**config.mk**
```make
export PLATFORM = sky130hd
export DESIGN_NAME = bcd_seg_scan
export DESIGN_NICKNAME = d
export VERILOG_FILES = /design/src/rtl/bcd_seg_scan.sv
export SDC_FILE = /design/constraint.sdc
export NUM_CORES = 1
export LEC_CHECK = 0
export ABC_AREA = 1
export CORE_ASPECT_RATIO = 1.25
export CORE_MARGIN = 8
export CORE_UTILIZATION = 51
export CTS_BUF_LIST = sky130_fd_sc_hd__clkbuf_8
export DETAILED_ROUTE_END_ITERATION = 10
export GPL_ROUTABILITY_DRIVEN = 0
export PLACE_DENSITY = 0.78
export SLEW_MARGIN = 20
export SYNTH_ARGS = -nofsm -noshare
export SYNTH_HDL_FRONTEND = slang
export SYNTH_SLANG_ARGS = --single-unit
```
**constraint.sdc**
```tcl
create_clock -name clk -period 1.5 [get_ports clk]
set_input_delay 0.3 -clock clk [delete_from_list [all_inputs] [get_ports clk]]
set_output_delay 0.3 -clock clk [all_outputs]
set_load 0.005 [all_outputs]
```
**src/rtl/bcd_seg_scan.sv**
```systemverilog
// bcd_seg_scan: three-digit multiplexed seven-segment driver for a packed BCD
// counter. The count is captured once per scan frame so a digit never tears,
// one digit is shown per scan slot, and a sticky overflow flag lights the
// units decimal point.
// Optional feature: define BCD_LZ_BLANK_EN to blank leading zeros on the
// hundreds and tens digits.
module bcd_seg_scan #(
    parameter int unsigned SCAN_DIV = 50000  // clocks per digit slot, 2..65535
) (
    input  logic        clk,
    input  logic        rst_n,
    input  logic [11:0] q_bcd,
    input  logic        count_in,
    input  logic        hold,
    input  logic        ovf_clr,
    output logic [7:0]  seg,
    output logic [2:0]  sel,
    output logic        ovf
);

    typedef enum logic [1:0] {
        DIG_UNITS    = 2'd0,
        DIG_TENS     = 2'd1,
        DIG_HUNDREDS = 2'd2
    } digit_t;

    localparam logic [15:0] DIV_LAST = 16'(SCAN_DIV - 1);

    logic [15:0] prescaler;
    logic        tick;
    digit_t      idx;
    logic [11:0] snapshot;
    logic        load_pending;
    logic        frame_load;
    logic [7:0]  seg_next;
    logic [2:0]  sel_next;
    logic [3:0]  nibble;
    logic        blank;

    // Active-low {g,f,e,d,c,b,a} pattern with dp off; non-decimal codes show a dash.
    function automatic logic [7:0] decode(input logic [3:0] n);
        case (n)
            4'd0:    decode = 8'hC0;
            4'd1:    decode = 8'hF9;
            4'd2:    decode = 8'hA4;
            4'd3:    decode = 8'hB0;
            4'd4:    decode = 8'h99;
            4'd5:    decode = 8'h92;
            4'd6:    decode = 8'h82;
            4'd7:    decode = 8'hF8;
            4'd8:    decode = 8'h80;
            4'd9:    decode = 8'h90;
            default: decode = 8'hBF;
        endcase
    endfunction

    assign tick       = (prescaler == DIV_LAST);
    assign frame_load = tick && (idx == DIG_HUNDREDS) && !hold;

    // Slot prescaler and scan index; both stay parked while the initial load is pending
    // so the first units slot is a full SCAN_DIV cycles long.
    always_ff @(posedge clk or negedge rst_n) begin
        if (!rst_n) begin
            prescaler <= '0;
            idx       <= DIG_UNITS;
        end else if (!load_pending) begin
            // NOTE: sequential state uses non-blocking assignments so every register
            // samples pre-edge values and simulation matches the synthesized flops.
            if (tick) begin
                prescaler <= '0;
                case (idx)
                    DIG_UNITS: idx <= DIG_TENS;
                    DIG_TENS:  idx <= DIG_HUNDREDS;
                    default:   idx <= DIG_UNITS;
                endcase
            end else begin
                prescaler <= prescaler + 16'd1;
            end
        end
    end

    // Snapshot: forced load right after reset, then once per frame unless held.
    always_ff @(posedge clk or negedge rst_n) begin
        if (!rst_n) begin
            snapshot     <= '0;
            load_pending <= 1'b1;
        end else begin
            load_pending <= 1'b0;
            if (load_pending || frame_load) begin
                snapshot <= q_bcd;
            end
        end
    end

    // Sticky overflow: a carry in the same cycle as a clear keeps the flag set.
    always_ff @(posedge clk or negedge rst_n) begin
        if (!rst_n) begin
            ovf <= 1'b0;
        end else if (count_in) begin
            ovf <= 1'b1;
        end else if (ovf_clr) begin
            ovf <= 1'b0;
        end
    end

    // Select the current digit, apply blanking and the overflow decimal point.
    always_comb begin
        // NOTE: every signal gets a default before the case so no path leaves it
        // unassigned, which would otherwise infer a latch.
        nibble   = snapshot[3:0];
        blank    = 1'b0;
        sel_next = 3'b111;
        seg_next = 8'hFF;
        case (idx)
            DIG_UNITS: begin
                nibble   = snapshot[3:0];
                sel_next = 3'b110;
            end
            DIG_TENS: begin
                nibble   = snapshot[7:4];
                sel_next = 3'b101;
`ifdef BCD_LZ_BLANK_EN
                blank    = (snapshot[11:8] == 4'd0) && (snapshot[7:4] == 4'd0);
`endif
            end
            DIG_HUNDREDS: begin
                nibble   = snapshot[11:8];
                sel_next = 3'b011;
`ifdef BCD_LZ_BLANK_EN
                blank    = (snapshot[11:8] == 4'd0);
`endif
            end
            default: begin
                nibble   = 4'd0;
                sel_next = 3'b111;
                blank    = 1'b1;
            end
        endcase
        if (!blank) begin
            seg_next = decode(nibble);
        end
        if (idx == DIG_UNITS && ovf) begin
            seg_next[7] = 1'b0;
        end
    end

    // seg and sel share one register stage so they can never be skewed.
    always_ff @(posedge clk or negedge rst_n) begin
        if (!rst_n) begin
            seg <= 8'hFF;
            sel <= 3'b111;
        end else if (load_pending) begin
            seg <= 8'hFF;
            sel <= 3'b111;
        end else begin
            seg <= seg_next;
            sel <= sel_next;
        end
    end

endmodule

```
Word level (Yosys, flattened, before mapping)
Memory sizes are Yosys's and may differ from the RTL's.
Index checks and enable logic that the tools add are counted.
Widths: inputs -> output; s select.
- $add $sub $neg: 1
- equality and inequality tests: 3
- mux-type cells: 10
- bitwise gates (word level): 1
- reductions and logical operators: 9
- operator list (cell ; number):
    $add 16x1->16 const B ; 1
    $eq 16x16->1 const B ; 1
    $mux 16 ; 1
    $mux 8 ; 2
    $pmux 4 s3 ; 1
    $pmux 3 s3 ; 1
    $pmux 2 s2 ; 1
    $logic_and 1x1->1 ; 3
    $mux 1 ; 3
    $mux 3 ; 1
    $reduce_or 3->1 ; 1
    $eq 2x1->1 const B ; 1
    $eq 2x2->1 const B ; 1
    $logic_not 2->1 ; 1
    $reduce_and 2->1 ; 1
    $reduce_bool 2->1 ; 1
    $logic_not 1->1 ; 1
    $logic_or 1x1->1 ; 1
    $not 1->1 ; 1
- register bits after elaboration: 43
- memory bits (read-only): 112
- input bits: 17
- output and inout port bits: 12
- word-level logic and storage cells: 32
- memories: 1
- memory list (name ; words ; bits a word ; read ports ; clocked after Yosys merged registers in ; wr ports ; line ; RTL):
    (no name shown) ; 16 ; 7 ; 1 ; 0 ; 0 ; 42 ; case (n)

Longest topological paths before layout
An unclocked memory read counts as a cell.
- depth in word-level cells: 6
- depth in mapped cells: 12
- mapped depth without buffers: 12

Least setup slack after synthesis
OpenSTA, ideal clock, no wires.
- path kind: register to register
- from: register idx[1]
- to: register seg[3]
- library setup time: 0.085 ns
- data arrival time: 1.491 ns
- required time: 1.415 ns
- path slack: -0.076 ns
- cell stages (with the launch flop): 11
- path buffers: 0
- period minus slack after synthesis: 1.576 ns
- cells stage by stage: dfrtp_1 -> nor2_2 -> inv_1 -> nor2_1 -> nor2_4 -> inv_1 -> ha_1 -> inv_1 -> nand2_1 -> nand3_1 -> nand3_1
- cells in the longest elaborated chain, start to end: 5
- elaborated cells between the ends (all ways): 8
- classes of those cells: eq/ne (2); mux (3); reduce/logical (2); memory (1)
- RTL lines (what ; line ; RTL):
    from (decl) ; 31 ; digit_t idx;
    from (signal assigned) ; 65 ; idx <= DIG_UNITS;
    from (signal assigned) ; 72 ; DIG_UNITS: idx <= DIG_TENS;
    from (signal assigned) ; 73 ; DIG_TENS: idx <= DIG_HUNDREDS;
    $eq 2x2->1 (tied with other cells) ; 114 ; case (idx)
    $pmux 4 s3 ; 114 ;
    $mem_v2 16x7 ; n/a ;
    $mux 8 (*) ; 139 ; if (!blank) begin
    $mux 8 (*) ; 152 ; end else if (load_pending) begin
    to (signal assigned) ; 156 ; seg <= seg_next;
    to (decl) ; 16 ; output logic [7:0] seg,
Mark *: on every way between the ends. The rest lies on a longest branch, timed or not.
A chain may end at the register's enable or synchronous reset.

Final worst setup path
- from: register idx[1]
- to: register seg[4]
The elaborated chain is that of the path after synthesis.

==> results.sh <==
export IMPL_status="finished with violations"
export IMPL_violations="setup timing"
export IMPL_end_kind="flip-flop"
export IMPL_avgSynthCellArea_sq_um=8.12
export IMPL_grt_pass1_vias=1902
export IMPL_worst_skew_pair_late_latency_ns=0.30
export IMPL_critPathBufInv=1
export IMPL_reg2reg_depth=9
export IMPL_rows=27
export IMPL_setup_viol=2
export IMPL_startpoint_type="flip-flop"
export IMPL_cts_root_buf="clkbuf_8"
export IMPL_track_usage_pct=14.9
export IMPL_leakage_nw=1.40
export IMPL_viasPerCell=4.96
export IMPL_yosysTopAreaCellShare_pct=35.0
export IMPL_regArea_sq_um=1090
export IMPL_vias=1904
export IMPL_grt_pass1_wl_microns=8070
export IMPL_rsz0062_at_grt="true"
export IMPL_dr_first_iter_drc_count=89
export IMPL_diodes=0
export IMPL_crit_chain="inv_2 -> nor2_4 -> nand2_2 -> nand2_2 -> nor2_4 -> ha_2 -> nand4_1 -> a21oi_1 -> nand2_1"
export IMPL_fp_dieH_microns=89.7
export IMPL_reg2reg_to="seg[4]"
export IMPL_max_stage_delay_ns=0.46
export IMPL_dpl_hpwl_microns=3390
export IMPL_timing_hold_ws_ns=0.475
export IMPL_async_flop_share_pct=100
export IMPL_crit_slowest_cell="dfrtp_2"
export IMPL_crit_path_max_fanout=5
export IMPL_fmax_mhz=665
export IMPL_drc=0
export IMPL_drv_cap=0
export IMPL_io_pins=29
export IMPL_layout_drive_gt1_share_pct=30.4
export IMPL_crit_family="simple AND/OR/NAND/NOR gates"
export IMPL_cts_tree="done"
export IMPL_antenna_found_initial=0
export IMPL_synth_enable_flop_cells=0
export IMPL_peakVddDrop_mv=0.786
export IMPL_maxSlewViolCount=0
export IMPL_ys_seq_elements=43
export IMPL_synth_cell_area_sq_um=2220
export IMPL_place_ws_ns=-0.0535
export IMPL_io_buffers=28
export IMPL_reg2reg_slack_ns=-0.004
export IMPL_finalCritPeriodShare_pct=100
export IMPL_cts_buffers=5
export IMPL_drtPass1Iterations=4
export IMPL_die_area_sq_um=6730
export IMPL_setup_ws_ns=-0.00352
export IMPL_clk_pin_slew_worst_paths_ns=0.08
export IMPL_fin_nets=348
export IMPL_grt_max_degree=19
export IMPL_required_ns=1.73
export IMPL_grt_overflow_total=0
export IMPL_critPathKind="flip-flop to flip-flop"
export IMPL_cts_buffer_depth=2
export IMPL_core_area_sq_um=4290
export IMPL_hp_class="input port to asynchronous set/reset pin"
export IMPL_drtAntennaViolNets=0
export IMPL_final_hold_viol_count=0
export IMPL_routed_wl_microns=4820
export IMPL_synth_nets=296
export IMPL_cts_sinks=43
export IMPL_clock_skew_ns=0.00669
export IMPL_cts_htree_levels=2
export IMPL_power_density_nw_per_um2=912
export IMPL_yosys_most_used_dff="dfrtp_1"
export IMPL_r2r_start="idx[1]"
export IMPL_synth_yosys_seq_area_share_pct=49.2
export IMPL_tns_ns=-0.00412
export IMPL_post_drt_wl_per_cell_microns=12.5
export IMPL_yosysTopAreaCell="dfrtp_1"
export IMPL_synthTopCellsByArea="dfrtp_1 35%, dfstp_2 14%, nand2_1 13%"
export IMPL_die_x_microns=75.0
export IMPL_synthDistinctLibCells=23
export IMPL_multi_input_area_sq_um=1080
export IMPL_period_minus_slack_ns=1.50
export IMPL_fillers=330
export IMPL_initial_utilization_pct=51.7
export IMPL_synthCells=273
export IMPL_yosysWarnings=0
export IMPL_power_total_w=0.00269
export IMPL_cp_arrival_ns=1.73
export IMPL_area_growth_pct=33.2
## cell families after synthesis
kind of cell	share of synthesized area [%]
compound gates	4.85
xor+xnor	0.790
fa+ha+maj	3.39
buf+inv	8.86
flops	49.2
other cells	0.169
simple gates	32.7
## repair_timing
item,in CTS,in global routing
hold buffers,1,0
endpoints found under the hold margin,8,0
endpoints found under the setup margin,18,22
gates cloned,0,0
pin swaps,6,12
buffers inserted,2,4
gates resized for setup,21,27
## registers in the layout (all words and copies together), names as in the netlist
signal        count
load_pending      1
prescaler        16
sel               3
seg               8
idx               2
snapshot         12
ovf               1
## cell usage after synthesis (all sizes together), types with 2 or more instances
cell type and number:
buf 5, a21oi 7, ha 6, nand3 39, nor2 26, nand4 5
o21ai 10, nand2 81, dfrtp 31, xor2 2, o21bai 3, inv 43
dfstp 12
## final cells by class
| type | count | share of cell area [%] |
|---|---|---|
| Sequential cell | 43 | 37.0 |
| Tap cell | 58 | 2.46 |
| Timing Repair Buffer | 50 | 15.4 |
| Clock buffer | 5 | 2.33 |
| Inverter | 44 | 5.59 |
| Multi-Input combinational cell | 181 | 36.6 |
| Clock inverter | 3 | 0.551 |
## cell usage in the layout (no fill, tap or decap)
cell type,Yosys,layout
a21oi_1,7,7
buf_12,0,1
buf_2,4,1
buf_4,0,17
buf_6,1,3
clkbuf_8,0,5
clkdlybuf4s50_1,0,15
clkinv_1,1,1
clkinv_2,0,1
clkinvlp_4,0,1
conb_1,1,1
dfrtp_1,31,29
dfrtp_2,0,2
dfstp_2,12,12
dlygate4sd2_1,0,11
dlygate4sd3_1,0,1
dlymetal6s2s_1,0,1
ha_1,6,2
ha_2,0,2
ha_4,0,2
inv_1,39,34
inv_2,4,10
nand2_1,74,67
nand2_2,7,13
nand2_4,0,1
nand3_1,34,23
nand3_2,5,14
nand3_4,0,2
nand4_1,5,5
nor2_1,16,15
nor2_2,6,3
nor2_4,4,8
nor3_4,0,1
o21ai_0,5,5
o21ai_1,5,5
o21bai_1,3,3
xor2_1,2,2
## where the power goes
| group | internal, W | switching [W] |
|---|---|---|
| logic | 0.000252 | 0.000313 |
| clock network | 0.000319 | 0.000397 |
| registers | 0.00131 | 0.000106 |
## per-stage QoR
step / instance area [sq um] / utilization (%) / cells
2_1_floorplan: 2230 / - / 273
3_3_place_gp: 2680 / 62.4 / 369
3_5_place_dp: 2680 / 62.4 / 369
4_1_cts: 2820 / 65.7 / 380
5_1_grt: 2950 / 68.8 / 384
6_report: 2950 / 68.8 / 384
## how the worst max path moves through the flow
| stage | from | endpoint | slack, ns | cells after the start |
|---|---|---|---|---|
| 6_report | idx[1] | seg[4] | -0.004 | 9 |
| 3_3_place_gp | idx[1] | seg[3] | 0.01 | 11 |
| 4_1_cts | idx[0] | seg[3] | -0.003 | 11 |
| 5_1_grt | idx[0] | seg[4] | -0.11 | 9 |
| 2_1_floorplan | idx[1] | seg[3] | 0.007 | 11 |
| 3_5_place_dp | idx[1] | seg[3] | -0.05 | 11 |
## metal layers
metal  track usage, %  vias to the layer above  share of wire, %
met4             5.25                        0               2.2
met5                0                        -                 0
met2             25.2                       53                52
li1                 -                      955                 -
met1             17.1                      882                42
met3             3.89                       14               4.0
Note: power is estimated with default switching activity, not from simulation.
